==> src/rtl/mesh_xbar_reg_pkg.sv <==
// Shared definitions for the mesh router crossbar: selector sizing,
// mesh port indices and packed-field helpers.
package mesh_xbar_pkg;

  localparam int LOCAL = 0;
  localparam int NORTH = 1;
  localparam int EAST  = 2;
  localparam int SOUTH = 3;
  localparam int WEST  = 4;

  function automatic int sel_width(input int n);
    return (n > 1) ? $clog2(n) : 1;
  endfunction

  // LSB position of the k-th w-bit field of a packed port vector.
  function automatic int field_lsb(input int k, input int w);
    return k * w;
  endfunction

endpackage

==> src/rtl/mesh_xbar_reg_out_reg.sv <==
// One-entry valid/ready register slice for a single crossbar output.
// Optional saturating flit counter under XBAR_FLIT_CNT_EN.
module xbar_out_reg #(
  parameter int DATA_WIDTH = 8
`ifdef XBAR_FLIT_CNT_EN
  ,
  parameter int CNT_WIDTH = 16
`endif
) (
  input  logic                  clk_i,
  input  logic                  rst_i,
  input  logic                  load_i,
  input  logic [DATA_WIDTH-1:0] data_i,
  input  logic                  ready_i,
`ifdef XBAR_FLIT_CNT_EN
  output logic [CNT_WIDTH-1:0]  cnt_o,
`endif
  output logic [DATA_WIDTH-1:0] data_o,
  output logic                  valid_o
);

  logic [DATA_WIDTH-1:0] data_d, data_q;
  logic                  valid_d, valid_q;

  // Load wins over drain so a full-rate stream keeps the slice occupied.
  always_comb begin
    data_d  = data_q;
    valid_d = valid_q;
    if (load_i) begin
      data_d  = data_i;
      valid_d = 1'b1;
    end else if (ready_i) begin
      valid_d = 1'b0;
    end else begin
      valid_d = valid_q;
    end
  end

  always_ff @(posedge clk_i or posedge rst_i) begin
    if (rst_i) begin
      data_q  <= '0;
      valid_q <= 1'b0;
    end else begin
      data_q  <= data_d;
      valid_q <= valid_d;
    end
  end

  assign data_o  = data_q;
  assign valid_o = valid_q;

`ifdef XBAR_FLIT_CNT_EN
  logic [CNT_WIDTH-1:0] cnt_d, cnt_q;

  // Count downstream handshakes, sticking at all-ones.
  always_comb begin
    cnt_d = cnt_q;
    if (valid_q && ready_i && !(&cnt_q)) begin
      cnt_d = cnt_q + CNT_WIDTH'(1);
    end else begin
      cnt_d = cnt_q;
    end
  end

  always_ff @(posedge clk_i or posedge rst_i) begin
    if (rst_i) begin
      cnt_q <= '0;
    end else begin
      cnt_q <= cnt_d;
    end
  end

  assign cnt_o = cnt_q;
`endif

endmodule

==> src/rtl/mesh_xbar_reg.sv <==
// Registered IN_N x OUT_N crossbar with per-output source select, multicast
// and all-or-nothing input ready. Per-output flit counters under XBAR_FLIT_CNT_EN.
module mesh_xbar_reg
  import mesh_xbar_pkg::*;
#(
  parameter int DATA_WIDTH = 8,
  parameter int IN_N       = 5,
  parameter int OUT_N      = 5,
`ifdef XBAR_FLIT_CNT_EN
  parameter int CNT_WIDTH  = 16,
`endif
  localparam int SEL_W     = sel_width(IN_N)
) (
  input  logic                        clk_i,
  input  logic                        rst_i,
  input  logic [IN_N*DATA_WIDTH-1:0]  in_data_i,
  input  logic [IN_N-1:0]             in_valid_i,
  output logic [IN_N-1:0]             in_ready_o,
  input  logic [OUT_N*SEL_W-1:0]      out_sel_i,
  input  logic [OUT_N-1:0]            out_en_i,
  output logic [OUT_N*DATA_WIDTH-1:0] out_data_o,
  output logic [OUT_N-1:0]            out_valid_o,
  input  logic [OUT_N-1:0]            out_ready_i,
`ifdef XBAR_FLIT_CNT_EN
  output logic [OUT_N*CNT_WIDTH-1:0]  flit_cnt_o,
`endif
  output logic                        sel_err_o
);

  logic [SEL_W-1:0]      sel_s      [OUT_N];
  logic [DATA_WIDTH-1:0] mux_data_s [OUT_N];
  logic [OUT_N-1:0]      conn_s;
  logic [OUT_N-1:0]      bad_sel_s;
  logic [OUT_N-1:0]      can_load_s;
  logic [OUT_N-1:0]      load_s;
  logic [IN_N-1:0]       in_ready_s;
  logic [IN_N-1:0]       xfer_s;
  logic                  sel_err_d, sel_err_q;

  // Decode each output's selector; out-of-range values drop the connection.
  always_comb begin : decode
    logic in_range;
    for (int o = 0; o < OUT_N; o++) begin
      sel_s[o]      = out_sel_i[field_lsb(o, SEL_W) +: SEL_W];
      in_range      = (int'(sel_s[o]) < IN_N);
      conn_s[o]     = out_en_i[o] & in_range;
      bad_sel_s[o]  = out_en_i[o] & ~in_range;
      can_load_s[o] = ~out_valid_o[o] | out_ready_i[o];
    end
  end

  // An input is ready only if it has a target and every target can load.
  always_comb begin : ready_calc
    logic hit;
    logic blocked;
    logic match;
    for (int i = 0; i < IN_N; i++) begin
      hit     = 1'b0;
      blocked = 1'b0;
      for (int o = 0; o < OUT_N; o++) begin
        match   = conn_s[o] & (sel_s[o] == SEL_W'(i));
        hit     = hit | match;
        blocked = blocked | (match & ~can_load_s[o]);
      end
      in_ready_s[i] = hit & ~blocked & ~rst_i;
    end
    xfer_s = in_valid_i & in_ready_s;
  end

  // Per-output source mux and load strobe.
  always_comb begin : out_mux
    logic match;
    for (int o = 0; o < OUT_N; o++) begin
      mux_data_s[o] = '0;
      load_s[o]     = 1'b0;
      for (int i = 0; i < IN_N; i++) begin
        match         = (sel_s[o] == SEL_W'(i));
        mux_data_s[o] = mux_data_s[o] |
                        ({DATA_WIDTH{match}} & in_data_i[field_lsb(i, DATA_WIDTH) +: DATA_WIDTH]);
        load_s[o]     = load_s[o] | (conn_s[o] & match & xfer_s[i]);
      end
    end
  end

  assign in_ready_o = in_ready_s;

  always_comb begin
    sel_err_d = |bad_sel_s;
  end

  always_ff @(posedge clk_i or posedge rst_i) begin
    if (rst_i) begin
      sel_err_q <= 1'b0;
    end else begin
      sel_err_q <= sel_err_d;
    end
  end

  assign sel_err_o = sel_err_q;

  for (genvar o = 0; o < OUT_N; o++) begin : g_out
    xbar_out_reg #(
      .DATA_WIDTH (DATA_WIDTH)
`ifdef XBAR_FLIT_CNT_EN
      ,
      .CNT_WIDTH  (CNT_WIDTH)
`endif
    ) u_out_reg (
      .clk_i   (clk_i),
      .rst_i   (rst_i),
      .load_i  (load_s[o]),
      .data_i  (mux_data_s[o]),
      .ready_i (out_ready_i[o]),
`ifdef XBAR_FLIT_CNT_EN
      .cnt_o   (flit_cnt_o[field_lsb(o, CNT_WIDTH) +: CNT_WIDTH]),
`endif
      .data_o  (out_data_o[field_lsb(o, DATA_WIDTH) +: DATA_WIDTH]),
      .valid_o (out_valid_o[o])
    );
  end

endmodule

==> config.mk <==
export PLATFORM = sky130hd
export DESIGN_NAME = mesh_xbar_reg
export DESIGN_NICKNAME = d
export VERILOG_FILES = /design/src/rtl/mesh_xbar_reg_pkg.sv /design/src/rtl/mesh_xbar_reg_out_reg.sv /design/src/rtl/mesh_xbar_reg.sv
export SDC_FILE = /design/constraint.sdc
export NUM_CORES = 1
export LEC_CHECK = 0
export CAP_MARGIN = 20
export CORE_MARGIN = 5
export CORE_UTILIZATION = 35
export DETAILED_ROUTE_END_ITERATION = 10
export SYNTH_ARGS = -nofsm -noshare
export SYNTH_HDL_FRONTEND = slang
export SYNTH_HIERARCHICAL = 1
export SYNTH_SLANG_ARGS = --single-unit
==> constraint.sdc <==
create_clock -name clk_i -period 2.7 [get_ports clk_i]
set_input_delay 0.54 -clock clk_i [delete_from_list [all_inputs] [get_ports clk_i]]
set_output_delay 0.54 -clock clk_i [all_outputs]
set_load 0.005 [all_outputs]
==> results.sh <==
export IMPL_cts_buffer_depth=2
export IMPL_synth_async_reset_ratio=1.00
export IMPL_switching_share=0.311
export IMPL_ctsRootBufferMaster="clkbuf_16"
export IMPL_grt_max_degree=18
export IMPL_avgRoutedWirePerCell_um=23.1
export IMPL_syn_nets=556
export IMPL_synthTopCellsByArea="dfrtp_1 26%, mux2_4 14%, mux2i_1 8.9%, a22oi_1 7.0%, nor2_1 4.0%"
export IMPL_clock_fmax_ghz=0.376
export IMPL_hold_path_class="reg -> reg"
export IMPL_powerDensity_mw_per_mm2=440
export IMPL_die_width_um=122
export IMPL_cp_start_kind="input port"
export IMPL_dr_pass1_iters=5
export IMPL_seqPwrFrac=0.328
export IMPL_ys_flop_type="dfrtp_1"
export IMPL_internal_power_mw=2.07
export IMPL_slowest_delay_ns=0.48
export IMPL_via_per_inst=5.84
export IMPL_path_clk_slew_ns=0.07
export IMPL_setup_viol=0
export IMPL_clock_sinks=46
export IMPL_worst_slew_pin_slew_ns=0.474
export IMPL_drv_slew=0
export IMPL_crit_start="out_sel_i[14]"
export IMPL_r2r_start="g_out[2].u_out_reg/valid_o"
export IMPL_p_leak_nw=2.91
export IMPL_die_area_mm2=0.0149
export IMPL_grt_use_total=0.263
export IMPL_core_mm2=0.0122
export IMPL_reg2reg_depth=7
export IMPL_area_delta_synth_final_pct=55.4
export IMPL_drc=0
export IMPL_drive_above_1_share=0.291
export IMPL_outcome="complete, no violations"
export IMPL_p_comb_frac=0.462
export IMPL_antenna_cells=0
export IMPL_rsz0062_at_grt="true"
export IMPL_dp_hpwl_um=15700
export IMPL_switching_power_mw=0.931
export IMPL_nFillCells=1138
export IMPL_pwr_share_clk=0.210
export IMPL_rows=40
export IMPL_io_pins=123
export IMPL_cts_max_level=2
export IMPL_start_util=0.361
export IMPL_arrival_ns=2.12
export IMPL_slew_headroom=0.683
export IMPL_finalCritPeriodShare=0.986
export IMPL_avgSynthCellArea_um2=9.06
export IMPL_critPathSlowestCell="clkdlybuf4s50_1"
export IMPL_clk_latency_ns=0.30
export IMPL_register_area_mm2=0.00115
export IMPL_crit_chain="clkdlybuf4s50_1 -> nand4bb_4 -> a2bb2o_2 -> nor4_4 -> dlygate4sd2_1"
export IMPL_r2r_slack_ns=0.30
export IMPL_yosysWarnings=6
export IMPL_tritoncts="yes"
export IMPL_nNetsFinal=749
export IMPL_portBuffers=122
export IMPL_critPathMaxFanout=4
export IMPL_cp_endpoint="in_ready_o[1]"
export IMPL_postSynthCellCount=484
export IMPL_synth_area_leader_cell="dfrtp_1"
export IMPL_synth_edff_count=0
export IMPL_wl_um=19500
export IMPL_hold_viol=0
export IMPL_overflow=0
export IMPL_power_mw=3.00
export IMPL_cts_buffers=5
export IMPL_netlist_area_mm2=0.00439
export IMPL_ys_seq_area_frac=0.262
export IMPL_vias=4944
export IMPL_worst_setup_path_end_kind="output pin"
export IMPL_final_antenna_net_count=0
export IMPL_critical_path_class="in -> out"
export IMPL_multiInputGateArea_mm2=0.00325
export IMPL_maxCapViolCount=0
export IMPL_fp_dieH_um=122
export IMPL_globalplace_congestion=0.944
export IMPL_irDropWorstVdd_uv=318
export IMPL_finalCriticalPeriod_ns=2.66
export IMPL_grt_pass1_vias=5155
export IMPL_synth_seq_cells=46
export IMPL_synth_top_area_frac=0.262
export IMPL_antenna_found_initial=0
export IMPL_synth_cell_types=50
export IMPL_critPathRequiredTime_ns=2.16
export IMPL_grt_pass1_wl_um=29600
export IMPL_initialDrtViolationCount=369
export IMPL_hold_buffers=0
export IMPL_setup_slack_ns=0.0387
export IMPL_r2r_end="g_out[1].u_out_reg/data_o[1]"
export IMPL_finalClockSkew_ns=0.00607
export IMPL_preCtsSetupSlack_ns=-0.460
logic make-up after synthesis:
kind of cell / count (synthesis) / synth area share
muxes: 81 / 0.236
and+or+nand+nor: 176 / 0.219
buffers and inverters: 50 / 0.0573
DFF: 46 / 0.262
AOI/OAI and AO/OA: 131 / 0.225
power groups by stage:
| stage | sequential, mW | clock [mW] | combinational [mW] |
|---|---|---|---|
| after floorplan | 0.991 | 0 | 0.572 |
| after CTS | 0.986 | 0.640 | 1.38 |
| final | 0.983 | 0.628 | 1.39 |
| after global placement | 0.987 | 0 | 1.34 |
| after detailed placement | 0.992 | 0 | 1.35 |
| after global routing | 1.01 | 0.672 | 1.47 |
layer usage:
metal	part of all wire	global-route usage	wire length, um
met1	0.40	0.333	7780
met2	0.48	0.443	9330
met3	0.082	0.0483	1600
met4	0.041	0.103	797
met5	0	0	0
cell usage after synthesis, types with 2 or more instances:
library cell,count
nor2_1,47
nor2b_1,24
mux4_2,2
inv_1,13
nand2_1,39
mux2_4,40
o21ai_0,4
nand4bb_1,5
buf_6,6
clkbuf_1,15
a21oi_1,9
o221ai_1,20
nand2b_1,15
a21o_2,5
or2_2,2
nand3_1,10
a32oi_1,3
buf_1,3
and4_1,3
a22oi_1,41
nor3b_1,2
and3_1,2
a31oi_1,13
nor3_1,3
nand4_1,5
nor4_1,7
buf_2,12
or2_1,4
o22ai_1,25
mux2i_1,39
dfrtp_1,46
o32ai_2,2
sequential cells by signal, indices dropped and copies added, names as in the netlist:
| name | flops |
|---|---|
| g_out.u_out_reg/data_o | 40 |
| g_out.u_out_reg/valid_o | 5 |
| sel_err_o | 1 |
repair_timing:
item                       4_1_cts  5_1_grt
cloned                           1        0
setup buffers                    3        2
setup endpoints to repair       44       45
pin swaps                       11        7
gates resized for setup         63       15
worst min-delay path by stage:
stage,end,cells past startpoint,slack (ns),start
3_5_place_dp,g_out[3].u_out_reg/data_o[7],1,0.50,g_out[3].u_out_reg/data_o[7]
6_report,g_out[2].u_out_reg/data_o[4],1,0.51,g_out[2].u_out_reg/data_o[4]
5_1_grt,g_out[4].u_out_reg/data_o[1],1,0.52,g_out[4].u_out_reg/data_o[1]
2_1_floorplan,sel_err_o,1,0.31,rst_i
4_1_cts,g_out[4].u_out_reg/data_o[1],1,0.52,g_out[4].u_out_reg/data_o[1]
3_3_place_gp,g_out[3].u_out_reg/data_o[0],1,0.49,g_out[3].u_out_reg/data_o[0]
stage by stage:
stage	cells	instance area, um^2	hold slack (ns)	TNS (ns)	utilization
after floorplan	484	4390	0.307	0	-
after global placement	832	6370	0.495	-18.22	0.524
after detailed placement	832	6370	0.495	-18.08	0.524
after CTS	844	6730	0.517	0	0.554
after global routing	846	6820	0.525	-0.00948	0.560
final	846	6820	0.513	0	0.560
cells in the final DEF, fill, tap and decap left out, drive strengths merged, types with 3 or more instances in the layout:
cell type      count
a21o               5
a21oi              9
a22oi             41
a2bb2o             3
a31oi             13
a32oi              3
and4               3
buf              101
clkbuf             6
clkdlybuf4s50     95
dfrtp             46
dlygate4sd2       24
inv               13
mux2              40
mux2i             39
nand2             39
nand2b            15
nand3             10
nand4              5
nand4bb            6
nor2              47
nor2b             24
nor3               4
nor4               8
o21ai              4
o221ai            20
o22ai             25
or2                6
area by class of cell:
| cell class | count | area share |
|---|---|---|
| Multi-Input combinational cell | 388 | 0.477 |
| Timing Repair Buffer | 223 | 0.295 |
| Sequential cell | 46 | 0.169 |
| Tap cell | 168 | 0.0308 |
| Clock buffer | 6 | 0.0189 |
| Inverter | 13 | 0.00716 |
| Clock inverter | 2 | 0.00202 |
critical path, delay by kind of cell:
kind | cells | cell delay [ns]
buffers and inverters | 2 | 0.75
and+or+nand+nor | 2 | 0.49
AOI/OAI and AO/OA | 1 | 0.33
No activity file was read; power rests on OpenSTA's default activity.
